## config.mk

```make
export PLATFORM = sky130hd
export DESIGN_NAME = pulse_hs_tx
export DESIGN_NICKNAME = d
export VERILOG_FILES = /design/src/rtl/pulse_hs_pkg.sv /design/src/rtl/pulse_hs_tx_sync.sv /design/src/rtl/pulse_hs_tx.sv
export SDC_FILE = /design/constraint.sdc
export NUM_CORES = 1
export LEC_CHECK = 0
export CAP_MARGIN = 20
export CORE_MARGIN = 4
export CORE_UTILIZATION = 25
export DETAILED_ROUTE_END_ITERATION = 8
export GPL_ROUTABILITY_DRIVEN = 0
export PLACE_DENSITY_LB_ADDON = 0.12
export SYNTH_ARGS = -nofsm -noshare
export SYNTH_HDL_FRONTEND = slang
export SYNTH_SLANG_ARGS = --single-unit
```

## constraint.sdc

```tcl
create_clock -name clk -period 3.35 [get_ports clk]
set_clock_uncertainty 0.2 [all_clocks]
set_input_delay 0.67 -clock clk [delete_from_list [all_inputs] [get_ports clk]]
set_output_delay 0.67 -clock clk [all_outputs]
set_load 0.05 [all_outputs]
```

## src/rtl/pulse_hs_pkg.sv

```systemverilog
// Shared definitions for the pulse handshake transmitter.
package pulse_hs_pkg;

    localparam int unsigned PULSE_HS_SYNC_STAGES = 2;

    typedef enum logic [0:0] {
        IDLE     = 1'b0,
        WAIT_ACK = 1'b1
    } hs_state_e;

endpackage

```

## src/rtl/pulse_hs_tx_sync.sv

```systemverilog
// N-stage flop synchroniser with synchronous active-high reset.
module sync_chain_srst
    import pulse_hs_pkg::*;
#(
    parameter int unsigned STAGES = PULSE_HS_SYNC_STAGES
) (
    input  logic clk,
    input  logic rst,
    input  logic d,
    output logic q
);

    logic [STAGES-1:0] ff;

    always_ff @(posedge clk) begin
        if (rst) begin
            ff <= '0;
        end else begin
            ff <= {ff[STAGES-2:0], d};
        end
    end

    assign q = ff[STAGES-1];

endmodule

```

## src/rtl/pulse_hs_tx.sv

```systemverilog
// Two-phase handshake sender: queues local pulses, launches one req toggle per event.
// Optional WAIT_ACK timeout flag built with `define PULSE_HS_TX_TIMEOUT_EN.
module pulse_hs_tx
    import pulse_hs_pkg::*;
#(
    parameter int unsigned NUM_SYNC_STAGES = PULSE_HS_SYNC_STAGES,
    parameter int unsigned CNT_W           = 4,
    parameter int unsigned TIMEOUT_CYCLES  = 1024
) (
    input  logic             clk,
    input  logic             rst,
    input  logic             pulse_in,
    input  logic             ack_tggl_in,
    output logic             req_tggl,
    output logic             busy,
    output logic [CNT_W-1:0] pend_cnt,
    output logic             ovrflw,
    output logic             timeout_err
);

    localparam logic [0:0]       S_IDLE  = 1'(IDLE);
    localparam logic [0:0]       S_WAIT  = 1'(WAIT_ACK);
    localparam logic [CNT_W-1:0] CNT_MAX = '1;

    if (NUM_SYNC_STAGES < 2) begin : g_bad_sync
        $error("NUM_SYNC_STAGES must be at least 2");
    end
    if (TIMEOUT_CYCLES < 2) begin : g_bad_timeout
        $error("TIMEOUT_CYCLES must be at least 2");
    end

    logic [0:0]       state;
    logic [0:0]       state_nxt;
    logic             launch;
    logic             ack_s;
    logic             ack_match;
    logic [CNT_W-1:0] pend_nxt;
    logic             ovrflw_nxt;

    sync_chain_srst #(
        .STAGES (NUM_SYNC_STAGES)
    ) u_ack_sync (
        .clk (clk),
        .rst (rst),
        .d   (ack_tggl_in),
        .q   (ack_s)
    );

    assign ack_match = (ack_s == req_tggl);

    always_ff @(posedge clk) begin
        if (rst) begin
            state <= S_IDLE;
        end else begin
            state <= state_nxt;
        end
    end

    // Launch only from IDLE, so the WAIT_ACK exit cycle never launches.
    always_comb begin
        state_nxt = state;
        launch    = 1'b0;
        case (state)
            S_IDLE: begin
                if ((pend_cnt != '0) || pulse_in) begin
                    launch    = 1'b1;
                    state_nxt = S_WAIT;
                end
            end
            S_WAIT: begin
                if (ack_match) begin
                    state_nxt = S_IDLE;
                end
            end
            default: state_nxt = S_IDLE;
        endcase
    end

    // Pending count: +pulse -launch, saturating at full with a drop pulse.
    always_comb begin
        pend_nxt   = pend_cnt;
        ovrflw_nxt = 1'b0;
        if (pulse_in && !launch) begin
            if (pend_cnt == CNT_MAX) begin
                ovrflw_nxt = 1'b1;
            end else begin
                pend_nxt = pend_cnt + CNT_W'(1);
            end
        end else if (!pulse_in && launch) begin
            pend_nxt = pend_cnt - CNT_W'(1);
        end
    end

    always_ff @(posedge clk) begin
        if (rst) begin
            req_tggl <= 1'b0;
            pend_cnt <= '0;
            ovrflw   <= 1'b0;
        end else begin
            req_tggl <= req_tggl ^ launch;
            pend_cnt <= pend_nxt;
            ovrflw   <= ovrflw_nxt;
        end
    end

    assign busy = (state == S_WAIT) || (pend_cnt != '0);

`ifdef PULSE_HS_TX_TIMEOUT_EN
    localparam int unsigned     TO_W    = $clog2(TIMEOUT_CYCLES);
    localparam logic [TO_W-1:0] TO_LAST = TO_W'(TIMEOUT_CYCLES - 1);

    logic [TO_W-1:0] to_cnt;

    // Flag is sticky; the FSM keeps waiting so no toggle is lost.
    always_ff @(posedge clk) begin
        if (rst) begin
            to_cnt      <= '0;
            timeout_err <= 1'b0;
        end else begin
            if (launch) begin
                to_cnt <= '0;
            end else if ((state == S_WAIT) && (to_cnt != TO_LAST)) begin
                to_cnt <= to_cnt + TO_W'(1);
            end
            if ((state == S_WAIT) && !ack_match && (to_cnt == TO_LAST)) begin
                timeout_err <= 1'b1;
            end
        end
    end
`else
    assign timeout_err = 1'b0;
`endif

endmodule
```

# == Yosys cells after proc, flatten, opt, wreduce, memory -nomap -nowiden ==
# Index checks and enable logic that the tools add are counted.
# totals
ram_bits,0
wordCells,31
n_memories,0
romBits,0
regBits,9
latchBits,0
out_inout_bits,8
# op_classes
n_reduce_logical,10
n_bitwise,3
div,0
order_cmp,0
mux,8
shift,0
add_sub_neg,2
multipliers,0
n_eq_ne,3
# op_table
op,n
two-way mux 4 bit,3
adder 4 x 1 -> 4 bit (second input constant),1
equality test 4 bit (second input constant),1
two-way mux 1 bit,4
nonzero test 4 bit,1
subtractor 4 x 1 -> 4 bit (second input constant),1
logical AND 1 bit,2
zero test 1 bit,2
logical OR 1 bit,2
inequality test 2 bit (second input constant),1
NOT 1 bit,2
case mux 1 bit (2 select lines),1
AND reduction 2 bit,1
nonzero test 2 bit,1
OR reduction 2 bit,1
equality test 1 bit,1
XOR 1 bit,1

# == Depth between registers and ports, before layout ==
# depth
ltp_word,8
depth_mapped,6
depth_no_buf,6

# == Cells and area by module ==
# From an unflattened synthesis, not the netlist that was laid out.
# hier_totals
cells_unflattened,56
hier_area_um2,499.2
# by_module_without_submodules
mod,seq_area_each_um2,instances,area_each_um2,cells_each
pulse_hs_tx,140.1,1,446.7,52
sync_chain_srst,40.0,1,52.6,4

# == Least setup slack after synthesis ==
# OpenSTA, ideal clock, no wires.
# synth_timing
path_type,register -> output
startpoint,register pend_cnt[0]
endpoint,output busy
n_path_buf,0
arrival_time_ps,1360
path_stages_with_launch,3
setup_slack_ps,1120
path_cell_list,dfxtp_1 > nor4_2 > or2b_1
# synth_via
elab_chain_len,2
# synth_rtl
item,line_no,text
start: declaration,pulse_hs_tx.sv:16,"output logic [CNT_W-1:0] pend_cnt,"
start signal: assignment,pulse_hs_tx.sv:101,pend_cnt <= pend_nxt;
nonzero test 4 bit,pulse_hs_tx.sv:106,assign busy = (state == S_WAIT) || (pend_cnt != '0);
logical OR 1 bit,pulse_hs_tx.sv:106,
end: declaration,pulse_hs_tx.sv:15,"output logic busy,"
# Every way passes these cells.

# == Worst setup path after layout ==
# Ends and elaborated chain as after synthesis.

==> run summary <==
outcome: finished, final reports clean
fin area: 570.5 um^2
CP max stage cell: clkdlybuf4s50_1
Mapped Area: 435.4 um^2
Placed Instance Area: 544.3 um^2
main combinational cell family by area after synthesis: simple AND/OR/NAND/NOR gates
Worst-Margin Slew: 0.4954 ns
hold path start: u_ack_sync.ff[0]$_SDFF_PP0_
slowest cell delay on critical path: 0.70 ns
Layout Nets: 65
Post-CTS Hold Buffers: 0
Period Utilization, post-route: 85.71%
Crit. End Element: primary output
Setup TNS: 0 ns
vias per cell: 4.813
initial core utilization: 27.62%
Worst Hold Path EP: u_ack_sync.ff[1]$_SDFF_PP0_
final hold violation count: 0
H-Tree Depth: 1
largest net degree at the start of global routing: 10
1st-iter DRT viols: 2
cells on worst reg2reg path: 6
# clock sinks: 9
post-synthesis cell type count: 26
register share of total power: 31.3%
first-pass GRT wire length: 1.380 mm
Hold Crit Depth: 1
Rows: 14
Comb power frac: 54.3%
Ant. Diodes: 0
mean post-synth cell area: 9.264 um^2
Fillers: 170
routed wire length per instance: 11.27 um
Cell Chain, Critical Path: nor4_2 -> or2b_1 -> clkdlybuf4s50_1
Cell Pwr Density: 998.8 nW/um^2
PortBufs: 10
simple-gate share of the synthesized area: 29.60%
Post-Synthesis Net Count: 52
Skew-Pair Late Insertion Delay: 0.25 ns
Setup crit start kind: register
CTS root buf: clkbuf_4
fmax: 348.3 MHz
core area: 1577 um^2
worst r2r src: state$_SDFF_PP0_
Clk pwr share: 14.4%
Post-CTS Setup Inserts: 0
die area: 2474 um^2
Sequential cell area: 180.2 um^2
worst min-delay path class: register to register
switching power: 0.2658 mW
Resize count post-CTS: 0
Max transition margin: 66.87%
Die H: 49.74 um
hpwl dp: 615.9 um
Remaining Overflow, GRT: 0
GRT Util Overall: 7.264%
RR Endpoint: pend_cnt[2]$_SDFFE_PP0P_
Sw Ratio: 46.64%
Area Growth Syn to Fin: 31.03%
crit-path max FO: 9
share of layout cells above drive strength 1: 15.25%
initial antenna violation count: 0
Critical Path RT: 2.48 ns
r2r setup slk: 1.54 ns
cts bufs inserted: 3
multi-input combinational cell area: 240.2 um^2
leakage: 0.2129 nW
via count: 361
I/O pin cnt: 12
Yosys warnings: 0
Die X: 49.74 um
CTS clk-pin slew, worst paths: 0.06 ns
post-synthesis mux area share: 0%
# setup viols final: 0
Tmin final: 2.871 ns
vias in the first global route: 329
DRC violations left: 0
cells after synthesis: 47
Crit path arrival time: 2.00 ns
Post-Synth Adder-Cell Area: 2.874%
DRT Pass-1 Iters: 4
fin. max-slew vios: 0
unrepaired setup endpoints after global routing: no
xor/xnor share of the synthesized area: 8.046%
MaxCap Viol Count: 0
CTS Buffer Depth: 2
Synth Area in Compound Gates: 13.79%
TritonCTS clock tree: yes
Seq/Total Area, Yosys: 41.38%
Crit Path Class: register to primary output
wirelength, routed: 845 um
Yosys reg bits: 9
internal power: 0.3041 mW
Antenna Nets Post-Route: 0
Peak VDD IR: 0.3454 mV
==> per-layer routing <==
metal / part of all wire (%) / vias to the layer above / GRT usage [%] / wire length [um]
met1: 52 / 160 / 9.239 / 436
met3: 7.1 / 2 / 3.012 / 60
met5: 0 / - / 0 / 0
li1: - / 188 / - / -
met2: 40 / 11 / 10.13 / 340
met4: 0.95 / 0 / 4.147 / 8
==> kinds of logic (layout without fill, tap and decap cells) <==
family,Yosys count,count (layout)
other,1,1
flip-flops,9,9
XOR/XNOR,4,4
adder cells (fa/ha/maj),1,1
AO/OA/AOI/OAI,9,9
AND/OR/NAND/NOR,20,20
buffers and inverters,3,15
==> Yosys cell counts <==
master / count / area [um^2]
a21o_2: 1 / 8.760
a21oi_1: 2 / 10.01
a31o_2: 1 / 8.760
a32oi_1: 1 / 8.760
and4_1: 1 / 8.760
buf_4: 1 / 7.510
clkbuf_1: 1 / 3.750
conb_1: 1 / 3.750
dfxtp_1: 9 / 180.2
ha_1: 1 / 12.51
inv_1: 1 / 3.750
nand2_1: 4 / 15.01
nor2_1: 4 / 15.01
nor2b_1: 2 / 12.51
nor3_1: 2 / 10.01
nor3b_1: 1 / 7.510
nor3b_2: 1 / 12.51
nor4_1: 1 / 6.260
nor4_2: 2 / 25.02
o21ai_0: 2 / 10.01
o22ai_1: 1 / 6.260
o31ai_1: 1 / 7.510
or2_4: 1 / 8.760
or2b_1: 1 / 7.510
xnor2_1: 1 / 8.760
xor2_1: 3 / 26.28
==> worst max path at each step <==
stage	startpoint	end	slack [ns]	cells after the start
floorplan	pend_cnt[0]$_SDFFE_PP0P_	busy	1.12	2
global placement	pend_cnt[0]$_SDFFE_PP0P_	busy	0.73	3
detailed placement	pend_cnt[0]$_SDFFE_PP0P_	busy	0.74	3
CTS	pend_cnt[0]$_SDFFE_PP0P_	busy	0.46	3
global route	pend_cnt[0]$_SDFFE_PP0P_	busy	0.36	3
finish	pend_cnt[0]$_SDFFE_PP0P_	busy	0.48	3
==> power groups by stage <==
stage,clock network (mW),logic [mW],registers (mW)
2_1_floorplan,0,0.166,0.238
3_3_place_gp,0,0.312,0.183
3_5_place_dp,0,0.312,0.181
4_1_cts,0.0873,0.313,0.178
5_1_grt,0.0930,0.332,0.184
6_report,0.0822,0.310,0.178
==> area by class of cell <==
type | count | share of cell area (%)
repair buffers | 10 | 17.54
well taps | 16 | 3.509
inverters | 1 | 0.6579
clock buffers | 4 | 4.605
multi-input cells | 35 | 42.11
flip-flops and latches | 9 | 31.58
==> layout by cell type, fill, tap and decap left out <==
| cell type | netlist | final |
|---|---|---|
| a32oi_1 | 1 | 1 |
| nor4_2 | 2 | 2 |
| xor2_1 | 3 | 3 |
| o21ai_0 | 2 | 2 |
| a21o_2 | 1 | 1 |
| nand2_1 | 4 | 4 |
| ha_1 | 1 | 1 |
| o22ai_1 | 1 | 1 |
| inv_1 | 1 | 1 |
| nor2b_1 | 2 | 2 |
| nor3b_2 | 1 | 1 |
| a21oi_1 | 2 | 2 |
| nor3b_1 | 1 | 1 |
| or2_4 | 1 | 1 |
| o31ai_1 | 1 | 1 |
| nor4_1 | 1 | 1 |
| clkdlybuf4s50_1 | 0 | 10 |
| and4_1 | 1 | 1 |
| clkbuf_1 | 1 | 1 |
| nor3_1 | 2 | 2 |
| dfxtp_1 | 9 | 9 |
| xnor2_1 | 1 | 1 |
| conb_1 | 1 | 1 |
| nor2_1 | 4 | 4 |
| a31o_2 | 1 | 1 |
| clkbuf_4 | 0 | 3 |
| or2b_1 | 1 | 1 |
==> stage by stage <==
| step | instances | setup slack, ns | util [%] | total power [mW] | hold WS, ns |
|---|---|---|---|---|---|
| 3_3_place_gp | 71 | 0.7324 | 34.52 | 0.4948 | 0.2157 |
| 6_report | 75 | 0.4788 | 36.19 | 0.5699 | 0.2399 |
| 3_5_place_dp | 71 | 0.7442 | 34.52 | 0.4924 | 0.2298 |
| 5_1_grt | 75 | 0.3632 | 36.19 | 0.6094 | 0.2667 |
| 4_1_cts | 75 | 0.4636 | 36.19 | 0.5780 | 0.2465 |
| 2_1_floorplan | 47 | 1.120 | - | 0.4046 | 0.2138 |
==> critical path, delay by kind of cell, from the launching register on <==
| family | cells | cell delay [ns] |
|---|---|---|
| DFF | 1 | 0.41 |
| buffers and inverters | 1 | 0.70 |
| and+or+nand+nor | 2 | 0.65 |
==> sequential cells by signal, indices dropped and copies added (netlist names) <==
register and flops:
ovrflw 1, state 1, req_tggl 1, pend_cnt 4
u_ack_sync.ff 2
Note: power is estimated with default switching activity, not from simulation.
==> RTL edit, RTL diff (same flow settings) <==
Build with the macro `PULSE_HS_TX_TIMEOUT_EN` defined.
--- a/src/rtl/pulse_hs_tx.sv
+++ b/src/rtl/pulse_hs_tx.sv
@@ -2,2 +2,4 @@
 // Optional WAIT_ACK timeout flag built with `define PULSE_HS_TX_TIMEOUT_EN.
+`define PULSE_HS_TX_TIMEOUT_EN
+
 module pulse_hs_tx
Behaviour: same outputs for any inputs over 10 cycles, from zero or initial values and one cycle with rst high; that may be too few to reach the edited logic, so the function may still have changed.
==> RTL edit against the original RTL <==
Combinational power increased by 33%; synthesized area is 110% higher; critical path type unchanged; non-clock buffer count rose by 2; wire length up 130%; design area increased by 100%; sequential share of layout area grew 2.8 points; hold slack gained 0.0082 ns; sequential cell count rose by 11; sequential power increased by 88%; worst setup slack improved by 0.041 ns; total power up 74%; first-iteration DRC count rose to 17 times the old value.
==> RTL edit: results (changes against the original RTL) <==
Layout
  • Layout cells sized above 1: 0.0813 (-0.0712)
  • Fillcell total: 383 (+130%)
  • Biggest regs: to_cnt (10), pend_cnt (4), u_ack_sync.ff (2)

Power and ir drop
  • P_leak: 0.389 nW (+83%)
  • Worst VDD drop: 0.000464 V (+34%)
  • Net Switching: 0.398 mW (+50%)

GRT
  • Largest net degree at the start of global routing: 15 (+5)
  • First-pass GRT wire length: 3420 µm (+150%)
  • GR Util All Layers: 0.0887 (+0.0161)
  • Number of global-route vias before repair: 760 (+130%)

Synthesis
  • Synth top cells by count: 20 x dfxtp_1, 13 x nor2_1, 10 x nand2_1
  • Avg Cell Area, Syn: 8.46 µm² (-8.7%)
  • Top cells by area, synth: dfxtp_1 43%, nor2_1 5.2%, a21oi_1 4.3%, nand2_1 4.0%, xor2_1 3.8%

Detailed routing
  • DR pass1 iterations: 4 (unchanged)
  • Vias: 810 (+120%)
  • Initial DRC Count: 33 (+31)
  • Avg WL per Cell: 11.5 µm (+2.4%)
  • Vias per cell: 4.79 (-0.42%)

CTS
  • Root Driver: clkbuf_8
  • Worst-path clk slew: 0.08 ns (+0.02 ns)

Timing
  • Slew headroom: 0.421 (-0.247)
  • Hold slack: 0.248 ns (+0.00819 ns)

Placed design
  • Placed cells: 165 (+130%)
  • Dpl hpwl: 1430 µm (+130%)
  • Post-place instance area: 1090 µm² (+100%)

Critical path
  • Worst R2R Setup Slack: 1.17 ns (-0.37 ns)
  • Crit path DAT: 1.96 ns (-0.04 ns)
  • Maximum fanout along the worst path: 8 (-1)
  • R2R cell count: 7 (+1)

Status
  • Status: completed
-- RTL edit: area by class of cell --
class | instances | area (µm²) | share of cell area
flip-flops and latches | 20 | 400 | 0.344
clock buffers | 3 | 41.3 | 0.0354
inverters | 2 | 7.51 | 0.00644
repair buffers | 12 | 118 | 0.101
clock inverters | 1 | 30.0 | 0.0258
multi-input cells | 85 | 510 | 0.438
well taps | 46 | 57.6 | 0.0494
-- RTL edit: how the worst max path moves through the flow --
stage / start / slack, ns / endpoint
after global placement: pulse_in / 0.65 / pend_cnt[2]
final: pend_cnt[0] / 0.52 / busy
after CTS: pend_cnt[2] / 0.48 / busy
after floorplan: pend_cnt[1] / 1.05 / busy
after detailed placement: pulse_in / 0.59 / pend_cnt[2]
after global routing: pend_cnt[2] / 0.35 / busy
-- RTL edit: critical path: stages (launching register included) --
cell and delay (ns):
dfxtp_1 0.39, nor4_1 0.48, nand2b_1 0.11, clkdlybuf4s50_1 0.71
-- RTL edit: cells by family after synthesis --
group / Yosys count / share of synthesized area
AND/OR/NAND/NOR: 49 / 0.269
AO/OA/AOI/OAI: 28 / 0.195
flip-flops: 20 / 0.430
XOR/XNOR: 5 / 0.0470
buffers and inverters: 5 / 0.0215
adder cells (fa/ha/maj): 2 / 0.0269
multiplexers: 1 / 0.0108
-- RTL edit: routing by layer --
layer,vias up,GRT usage,share of wire
li1,427,-,-
met1,363,0.116,0.52
met2,15,0.128,0.42
met3,5,0.0218,0.027
met4,0,0.0586,0.030
met5,-,0,0
-- RTL edit: power groups by stage --
stage / logic [mW] / clock network [mW] / registers, mW
final: 0.413 / 0.245 / 0.335
after global routing: 0.450 / 0.263 / 0.343
after CTS: 0.419 / 0.255 / 0.334
after detailed placement: 0.416 / 0 / 0.339
after global placement: 0.417 / 0 / 0.341
after floorplan: 0.251 / 0 / 0.386
